### src/rtl/mem_stage.sv
// MEM pipeline stage: issues data-memory loads/stores, lane-selects and extends load data,
// and registers the MEM/WB bundle. ALU ops and misaligned ops retire after 1 cycle; memory ops stall EX until ready or timeout.
module mem_stage #(
  parameter int TIMEOUT   = 16,
  parameter int TIMEOUT_W = 5
) (
  input  logic        clk,
  input  logic        reset,
  input  logic        in_valid,
  input  logic [31:0] alu_data,
  input  logic [31:0] rt_out,
  input  logic [4:0]  regdst_out,
  input  logic [31:0] pc_in,
  input  logic [7:0]  control_in,
  output logic        stall,
  output logic [31:0] ex_mem_data,
  output logic        dmem_req,
  output logic        dmem_we,
  output logic [31:0] dmem_addr,
  output logic [31:0] dmem_wdata,
  output logic [3:0]  dmem_be,
  input  logic        dmem_ready,
  input  logic [31:0] dmem_rdata,
  output logic        wb_valid,
  output logic        wb_reg_write,
  output logic [4:0]  wb_dest,
  output logic [31:0] wb_data,
  output logic [31:0] wb_pc,
  output logic        mem_err
);

  typedef enum logic {IDLE, ACCESS} state_t;

  state_t               state, state_nxt;
  logic [TIMEOUT_W-1:0] cnt;

  logic [31:0] l_alu, l_rt, l_pc;
  logic [4:0]  l_dest;
  logic        l_wr, l_sub, l_half, l_uns, l_m2r, l_rw;

  // Incoming bundle decode; a store wins when both read and write are set.
  logic in_wr, in_mem, in_sub, in_mis, accept;
  assign in_wr  = control_in[5];
  assign in_mem = control_in[6] | control_in[5];
  assign in_sub = in_wr ? control_in[0] : control_in[7];
  assign in_mis = in_mem && (in_sub ? (control_in[2] && alu_data[0]) : (alu_data[1:0] != 2'b00));
  assign accept = (state == IDLE) && in_valid;

  logic timeout_hit;
  assign timeout_hit = !dmem_ready && (cnt == TIMEOUT_W'(TIMEOUT - 1));

  logic [3:0]  st_be;
  logic [31:0] st_wdata;
  always_comb begin
    st_be    = 4'b1111;
    st_wdata = l_rt;
    if (l_sub) begin
      if (l_half) begin
        st_be    = l_alu[1] ? 4'b1100 : 4'b0011;
        st_wdata = {2{l_rt[15:0]}};
      end else begin
        st_be    = 4'b0001 << l_alu[1:0];
        st_wdata = {4{l_rt[7:0]}};
      end
    end
  end

  logic [15:0] lane16;
  logic [7:0]  lane8;
  logic [31:0] ld_data;
  always_comb begin
    lane16  = l_alu[1] ? dmem_rdata[31:16] : dmem_rdata[15:0];
    lane8   = 8'h00;
    ld_data = dmem_rdata;
    case (l_alu[1:0])
      2'd0:    lane8 = dmem_rdata[7:0];
      2'd1:    lane8 = dmem_rdata[15:8];
      2'd2:    lane8 = dmem_rdata[23:16];
      default: lane8 = dmem_rdata[31:24];
    endcase
    if (l_sub) begin
      if (l_half) ld_data = {{16{~l_uns & lane16[15]}}, lane16};
      else        ld_data = {{24{~l_uns & lane8[7]}}, lane8};
    end
  end

  always_comb begin
    state_nxt  = state;
    stall      = 1'b0;
    dmem_req   = 1'b0;
    dmem_we    = 1'b0;
    dmem_addr  = 32'h0;
    dmem_wdata = 32'h0;
    dmem_be    = 4'h0;
    case (state)
      IDLE: begin
        if (in_valid && in_mem && !in_mis) begin
          state_nxt = ACCESS;
          stall     = 1'b1;
        end
      end
      ACCESS: begin
        stall      = 1'b1;
        dmem_req   = 1'b1;
        dmem_we    = l_wr;
        dmem_addr  = {l_alu[31:2], 2'b00};
        dmem_wdata = st_wdata;
        dmem_be    = l_wr ? st_be : 4'b1111;
        if (dmem_ready || timeout_hit) state_nxt = IDLE;
      end
      default: state_nxt = IDLE;
    endcase
  end

  always_ff @(posedge clk or posedge reset) begin
    if (reset) begin
      state        <= IDLE;
      cnt          <= '0;
      l_alu        <= 32'h0;
      l_rt         <= 32'h0;
      l_pc         <= 32'h0;
      l_dest       <= 5'h0;
      l_wr         <= 1'b0;
      l_sub        <= 1'b0;
      l_half       <= 1'b0;
      l_uns        <= 1'b0;
      l_m2r        <= 1'b0;
      l_rw         <= 1'b0;
      ex_mem_data  <= 32'h0;
      wb_valid     <= 1'b0;
      wb_reg_write <= 1'b0;
      wb_dest      <= 5'h0;
      wb_data      <= 32'h0;
      wb_pc        <= 32'h0;
      mem_err      <= 1'b0;
    end else begin
      state        <= state_nxt;
      wb_valid     <= 1'b0;
      wb_reg_write <= 1'b0;
      mem_err      <= 1'b0;
      if (accept) begin
        ex_mem_data <= alu_data;
        l_alu       <= alu_data;
        l_rt        <= rt_out;
        l_pc        <= pc_in;
        l_dest      <= regdst_out;
        l_wr        <= in_wr;
        l_sub       <= in_sub;
        l_half      <= control_in[2];
        l_uns       <= control_in[1];
        l_m2r       <= control_in[4];
        l_rw        <= control_in[3];
        cnt         <= '0;
        if (!in_mem || in_mis) begin
          wb_valid     <= 1'b1;
          wb_reg_write <= control_in[3] && !in_mis;
          wb_dest      <= regdst_out;
          wb_data      <= alu_data;
          wb_pc        <= pc_in;
          mem_err      <= in_mis;
        end
      end else if (state == ACCESS) begin
        if (dmem_ready || timeout_hit) begin
          // A timed-out op retires without a register write; the store is treated as not done.
          wb_valid     <= 1'b1;
          wb_reg_write <= dmem_ready && l_rw;
          wb_dest      <= l_dest;
          wb_pc        <= l_pc;
          wb_data      <= (dmem_ready && l_m2r && !l_wr) ? ld_data : l_alu;
          mem_err      <= !dmem_ready;
        end else begin
          cnt <= cnt + 1'b1;
        end
      end
    end
  end

endmodule
### config.mk
export PLATFORM = sky130hd
export DESIGN_NAME = mem_stage
export DESIGN_NICKNAME = d
export VERILOG_FILES = /design/src/rtl/mem_stage.sv
export SDC_FILE = /design/constraint.sdc
export NUM_CORES = 1
export LEC_CHECK = 0
export CAP_MARGIN = 25
export CORE_UTILIZATION = 41
export CTS_CLUSTER_SIZE = 24
export DETAILED_ROUTE_END_ITERATION = 10
export PLACE_DENSITY = 0.78
export SLEW_MARGIN = 40
export SYNTH_ARGS = -nofsm -noshare
export SYNTH_HDL_FRONTEND = slang
export SYNTH_SLANG_ARGS = --single-unit
### constraint.sdc
create_clock -name clk -period 6.04 [get_ports clk]
set_input_delay 1.208 -clock clk [delete_from_list [all_inputs] [get_ports clk]]
set_output_delay 1.208 -clock clk [all_outputs]
set_load 0.01 [all_outputs]
; After elaboration in Yosys (flattened, before gate mapping)
; Index checks and enable logic that the tools add are counted.
[op_classes]
n_addsub = 1
bitwise_logic = 5
reduce_logical = 22
mux = 49
n_shift = 1
eq_ne = 5
[op_table]
columns = cell, n
row1 = $mux 32, 15
row2 = $mux 5, 7
row3 = $pmux 8 s3, 1
row4 = $mux 4, 5
row5 = $mux 1, 18
row6 = $mux 16, 1
row7 = $logic_and 1x1->1, 10
row8 = $reduce_bool 2->1, 3
row9 = $add 5x1->5 const B, 1
row10 = $eq 5x4->1 const B, 1
row11 = $logic_not 1->1, 4
row12 = $pmux 1 s2, 2
row13 = $shl 1x2->4 const A, 1
row14 = $reduce_and 3->1, 1
row15 = $and 1x1->1, 2
row16 = $eq 2x1->1 const B, 1
row17 = $eq 2x2->1 const B, 1
row18 = $logic_not 2->1, 1
row19 = $logic_or 1x1->1, 2
row20 = $ne 2x1->1 const B, 1
row21 = $ne 2x2->1 const B, 1
row22 = $not 1->1, 2
row23 = $reduce_and 2->1, 1
row24 = $or 1x1->1, 1
[word_totals]
inputBits = 145
register_bits = 185

; Longest topological paths before layout
; Gate-level depths: netlist of the first run.
[depth]
word_depth = 9
ltp_mapped = 9
mapped_depth_nobuf = 7

; Worst setup path before layout of the first run
; Ideal clock, no wire load.
[synth_path]
path_type = input to output
from = in control_in[5]
to = out stall
arrival_time_ns = 1.901
n_path_buf = 0
path_stages = 4
slack_ns = 2.931
required_ns = 4.832
path_cell_list = mux2i_2 o21ai_0 nand2_1 o21ai_0
[synth_between]
elab_chain_len = 7
word_cells_on_any_way = 9
classes_between = 4 x mux / 1 x bitwise / 4 x reduce/logical
[synth_lines]
columns = item, line
row1 = start: declaration, 14  ; input logic [7:0] control_in,
row2 = $mux 1, 45  ; assign in_sub = in_wr ? control_in[0] : control_in[7];
row3 = $mux 1, 46  ; assign in_mis = in_mem && (in_sub ? (control_in[2] && alu_data[0]) : (alu_data[1:0] != 2'b00));
row4 = $logic_and 1x1->1, 46
row5 = $logic_not 1->1, 97  ; if (in_valid && in_mem && !in_mis) begin
row6 = $logic_and 1x1->1 (*), 97
row7 = $mux 1 (*), 97
row8 = $pmux 1 s2 (*), 95  ; case (state)
row9 = end: declaration, 15  ; output logic stall,
; Every way passes the cells marked *; elsewhere a longest branch is shown, timed or not.

; Final worst setup path of the first run
; Ends and elaborated chain as after synthesis.

==> reports/metrics.yaml, run 1 <==
critical_path:
  startpoint_type: "input pin"
  path_max_fanout: 6
  crit_type: "in -> out"
  crit_arrival_ps: 3000
  end_kind: "output port"
  required_ps: 4830
floorplan:
  initial_core_util: 0.417
  rows: 53
  coreArea_mm2: 0.0210
  die-area_mm2: 0.0220
  die_width_um: 148
  die_h_um: 148
  io_pins: 320
detailed_routing:
  wl_um: 27300
  wl_per_cell_um: 17.7
  dr.pass1.iters: 5
  ant_nets: 0
  drt-initial-drc-count: 479
  post_drt_via_cell_ratio: 5.19
  drc_errors: 0
  vias: 8009
pwr:
  p_total_mw: 6.33
  ir_drop_uv: 252
  power_density_mw_per_mm2: 496
  power_leakage_nw: 5.70
clock_tree:
  cts_root_buffer: "clkbuf_16"
  clk_pin_slew_ps: 80
  cts_resized: 0
  cts_buffers: 17
  post_cts_buffers: 0
  clock_latency_ps: 440
  clkSinkCount: 185
  cts_hold_buf: 0
  cts_tree: "built"
  htreeDepth: 4
  cts_buffer_depth: 2
job:
  maxCapViolations: 0
min_path:
  min_path_type: "reg -> reg"
sta:
  tns_ps: 0
  finalMaxSlewViolations: 0
  tightest_slew_ps: 803
  finalSetupViolCount: 0
  finalCritPeriodShare: 0.697
  grt_setup_unrepaired: "false"
  slew_headroom: 0.465
  min_period_ps: 4210
  max_freq_ghz: 0.238
  finClkSkew_ps: 12.7
  fin_ws_ps: 1830
  hold_viol: 0
yosys:
  yosys_warnings: 0
  synth_cell_types: 46
  syn_avg_cell_area_um2: 8.97
  synth_area_mm2: 0.00877
  synthesis.instances: 977
  ys_seq_elements: 185
  ys_seq_area_frac: 0.528
placement:
  port_buffers: 317
  place_inst: 1511
  place_congestion: 0.843
  dp_hpwl_um: 18800
  place_ws_ps: 1870
  placed_cell_area_mm2: 0.0121
finish:
  stdcell_count: 1543
  synthToLayoutAreaGrowth_pct: 45.5
  diodes: 0
  drive_gt1_frac: 0.0670
  n_fill_cell: 1802
  fin_nets: 1402
  final_cell_mix: "375 x nand2_1, 317 x clkdlybuf4s50_1, 182 x dfrtp_1, 54 x nor2_1, 41 x and2_1"
  final_common_cell: "nand2_1"
  final_cell_area_mm2: 0.0128
global_route:
  grt_max_degree: 103
  overflow: 0
  grt_pass1_wl_um: 42800
  grt_pass1_vias: 7850
  grt.total_usage: 0.252
  grt_antenna_before_repair: 0
status:
  outcome: "finished, final reports clean"
-- flip-flops by register name, indices dropped and copies added (netlist names), 5 cells and up --
register and flops:
l_alu 32, l_pc 32, l_rt 32, wb_data 32, wb_pc 32, cnt 5, l_dest 5, wb_dest 5
-- worst max-delay path, stage by stage --
cell and delay [ps]:
clkdlybuf4s50_1 510, mux2i_2 230, o21ai_0 160, nand2_1 90, o21ai_0 230, clkdlybuf4s50_1 580
-- power by group --
part	switching, mW	internal (mW)	total [mW]
clock	0.563	0.573	1.14
combinational	1.43	1.53	2.96
sequential	0.449	1.79	2.24
-- through the flow --
step | hold WS (ps) | util
final | 469 | 0.607
after global routing | 486 | 0.607
after CTS | 473 | 0.607
after detailed placement | 454 | 0.577
after global placement | 448 | 0.576
after floorplan | 436 | -
-- per-layer routing --
metal,share of wire,up-vias,GRT usage
met3,0.063,39,0.0479
met5,0,-,0
met1,0.43,3876,0.331
met4,0.023,0,0.0835
li1,-,3784,-
met2,0.49,310,0.419
-- cells by family (layout without fill, tap and decap cells) --
group | count (synthesis) | in the layout | share of synthesized area
fa+ha+maj | 2 | 2 | 0.00285
mux | 65 | 65 | 0.0811
xor+xnor | 2 | 2 | 0.00200
other cells | 1 | 2 | 0.000428
compound gates | 138 | 138 | 0.106
simple gates | 510 | 510 | 0.242
buf+inv | 74 | 364 | 0.0374
flops | 185 | 185 | 0.528
-- final cells by class --
cell class	instances	area, um^2	share of cell area
Timing Repair Buffer	327	3290	0.258
Clock buffer	18	439	0.0344
Multi-Input combinational cell	719	3850	0.302
Tap cell	275	344	0.0270
Sequential cell	185	4640	0.363
Clock inverter	14	175	0.0137
Inverter	5	22.5	0.00177
-- synth_stat cells, drive strengths merged --
library cell,instances,share of area
a22o,1,0.0010
o21a,1,0.00086
xnor2,1,0.0010
buf,24,0.016
and3,2,0.0014
nand2,375,0.16
a32oi,1,0.0010
o21ai,39,0.022
nand4,1,0.00071
a41oi,6,0.0060
nor2,55,0.024
inv,5,0.0021
a22oi,9,0.0077
dfrtp,185,0.53
a21o,5,0.0043
o41ai,2,0.0029
ha,2,0.0029
conb,1,0.00043
a31oi,20,0.014
a32o,1,0.0011
nor3b,1,0.00086
mux2,45,0.058
a211oi,9,0.0083
nor4bb,1,0.0011
nand2b,5,0.0036
a221oi,1,0.0010
o22a,7,0.0070
o311ai,1,0.0010
and3b,1,0.0010
and2,41,0.029
clkbuf,45,0.019
nor2b,25,0.018
xor2,1,0.0010
a21oi,16,0.0091
mux2i,20,0.023
nand3,3,0.0017
o221ai,18,0.018
o22ai,1,0.00071
-- worst paths after layout --
| kind | startpoint | end | slack, ps | depth (start not counted) |
|---|---|---|---|---|
| max in group asynchronous | reset | state$_DFF_PP0_ | 3940 | 4 |
| min in group asynchronous | reset | wb_pc[1]$_DFFE_PP0P_ | 1240 | 3 |
| hold / removal | l_pc[23]$_DFFE_PP0P_ | l_pc[23]$_DFFE_PP0P_ | 470 | 2 |
| hold reg to reg | l_pc[23]$_DFFE_PP0P_ | l_pc[23]$_DFFE_PP0P_ | 470 | 2 |
| setup / recovery | control_in[5] | stall | 1830 | 6 |
| setup reg to reg | state$_DFF_PP0_ | wb_data[0]$_DFFE_PP0P_ | 3140 | 5 |
(Power assumes the default switching activity.)
==> inputs of run 2 (changes only) <==
==> constraint.sdc (replaced) <==
create_clock -name clk -period 3.5 [get_ports clk]
set_input_delay 0.7 -clock clk [delete_from_list [all_inputs] [get_ports clk]]
set_output_delay 0.7 -clock clk [all_outputs]
set_load 0.01 [all_outputs]
==> reports/metrics.yaml, run 2 (same netlist as run 1, synthesis figures left out) <==
critical_path:
  crit_family: "buffers and inverters"
  critical_path_depth: 6
  cp_cell_sequence: "clkdlybuf4s50_1, mux2i_2, o21ai_0, nand2_1, o21ai_0, clkdlybuf4s50_1"
  end_kind: "output port"
  crit_buf_inv: 2
  path_max_fanout: 6
  crit_arrival_ps: 2580
  crit_type: "in -> out"
  required_ps: 2800
  startpoint_type: "input pin"
  cp_slowest_cell: "clkdlybuf4s50_1"
  crit_path_max_incr_delay_ps: 600
  r2r.worst_path.cells: 7
detailed_routing:
  wl_per_cell_um: 17.5
  drc_errors: 0
  vias: 8063
  wl_um: 27200
  ant_nets: 0
  drt-initial-drc-count: 416
  dr.pass1.iters: 5
  post_drt_via_cell_ratio: 5.19
floorplan:
  rows: 53
  io_pins: 320
  initial_core_util: 0.417
  die_h_um: 148
  coreArea_mm2: 0.0210
  die-area_mm2: 0.0220
  die_width_um: 148
finish:
  final_common_cell: "nand2_1"
  seqCellArea_mm2: 0.00463
  drive_gt1_frac: 0.0704
  final_cell_mix: "375 x nand2_1, 317 x clkdlybuf4s50_1, 183 x dfrtp_1, 55 x nor2_1, 41 x and2_1"
  diodes: 0
  synthToLayoutAreaGrowth_pct: 46.0
  stdcell_count: 1554
  final_cell_area_mm2: 0.0128
  multiInputGateArea_mm2: 0.00384
  n_fill_cell: 1806
  fin_util: 0.609
  fin_nets: 1414
global_route:
  grt_pass1_vias: 7820
  grt_max_degree: 107
  grt_pass1_wl_um: 42600
  overflow: 0
  grt.total_usage: 0.252
  grt_antenna_before_repair: 0
pwr:
  power_density_mw_per_mm2: 852
  ir_drop_uv: 476
  power_leakage_nw: 5.73
  p_total_mw: 10.9
sta:
  fin_ws_ps: 218
  finalSetupViolCount: 0
  slew_headroom: 0.498
  finalMaxSlewViolations: 0
  min_period_ps: 3280
  finClkSkew_ps: 7.85
  tightest_slew_ps: 752
  grt_setup_unrepaired: "false"
  max_freq_ghz: 0.305
  whs_ps: 470
  tns_ps: 0
  finalCritPeriodShare: 0.938
  hold_viol: 0
clock_tree:
  cts_hold_buf: 0
  clock_latency_ps: 430
  htreeDepth: 4
  cts_root_buffer: "clkbuf_16"
  cts_tree: "built"
  clkSinkCount: 185
  cts_buffers: 17
  post_cts_buffers: 0
  clk_pin_slew_ps: 70
  cts_resized: 0
  cts_buffer_depth: 2
placement:
  place_ws_ps: 280
  place_congestion: 0.852
  dp_hpwl_um: 19200
  place_inst: 1523
  placed_cell_area_mm2: 0.0122
  port_buffers: 317
status:
  outcome: "finished, final reports clean"
min_path:
  min_path_type: "reg -> reg"
  hold_depth: 2
job:
  maxCapViolations: 0
run 2: changes by cell type in the layout (fill, tap and decap cells not counted), moves of 2 or more:
cell        change
buf_4          +10
clkinv_8        -5
clkinvlp_4      +4
inv_6           -3
buf_12          +2
inv_8           +2
nor2b_1         +2
nor2b_2         -2
run 2: worst paths after layout:
check                                      from                       to  slack (ps)
min                        l_pc[29]$_DFFE_PP0P_     l_pc[29]$_DFFE_PP0P_         470
max                               control_in[5]                    stall         220
max reg2reg                  cnt[0]$_DFFE_PP0P_    wb_pc[11]$_DFFE_PP0P_        1000
min reg2reg                l_pc[29]$_DFFE_PP0P_     l_pc[29]$_DFFE_PP0P_         470
min in group asynchronous                 reset  wb_data[26]$_DFFE_PP0P_         780
max in group asynchronous                 reset        l_sub$_DFFE_PP0P_        2200
run 2: power by group:
part           total, mW  switching [mW]  leakage, nW  internal, mW
combinational       5.27            2.58         3.21          2.70
sequential          3.75           0.664         2.25          3.09
clock               1.88           0.880        0.266         0.999
run 2: cell type report:
type / instances / area share
Sequential cell: 185 / 0.362
Multi-Input combinational cell: 719 / 0.300
Timing Repair Buffer: 339 / 0.265
Clock buffer: 18 / 0.0335
Tap cell: 275 / 0.0269
Clock inverter: 13 / 0.0109
Inverter: 5 / 0.00176
run 2: worst min-delay path, cell delays in order (launching register included):
cell and delay, ps:
dfrtp_1 320, nand2_1 40, nand2_1 70
run 2: layer usage:
layer / vias up / wire, um / GRT usage
li1: 3803 / - / -
met1: 3895 / 11300 / 0.330
met2: 324 / 13200 / 0.411
met3: 41 / 2110 / 0.0626
met4: 0 / 595 / 0.0763
met5: - / 0 / 0
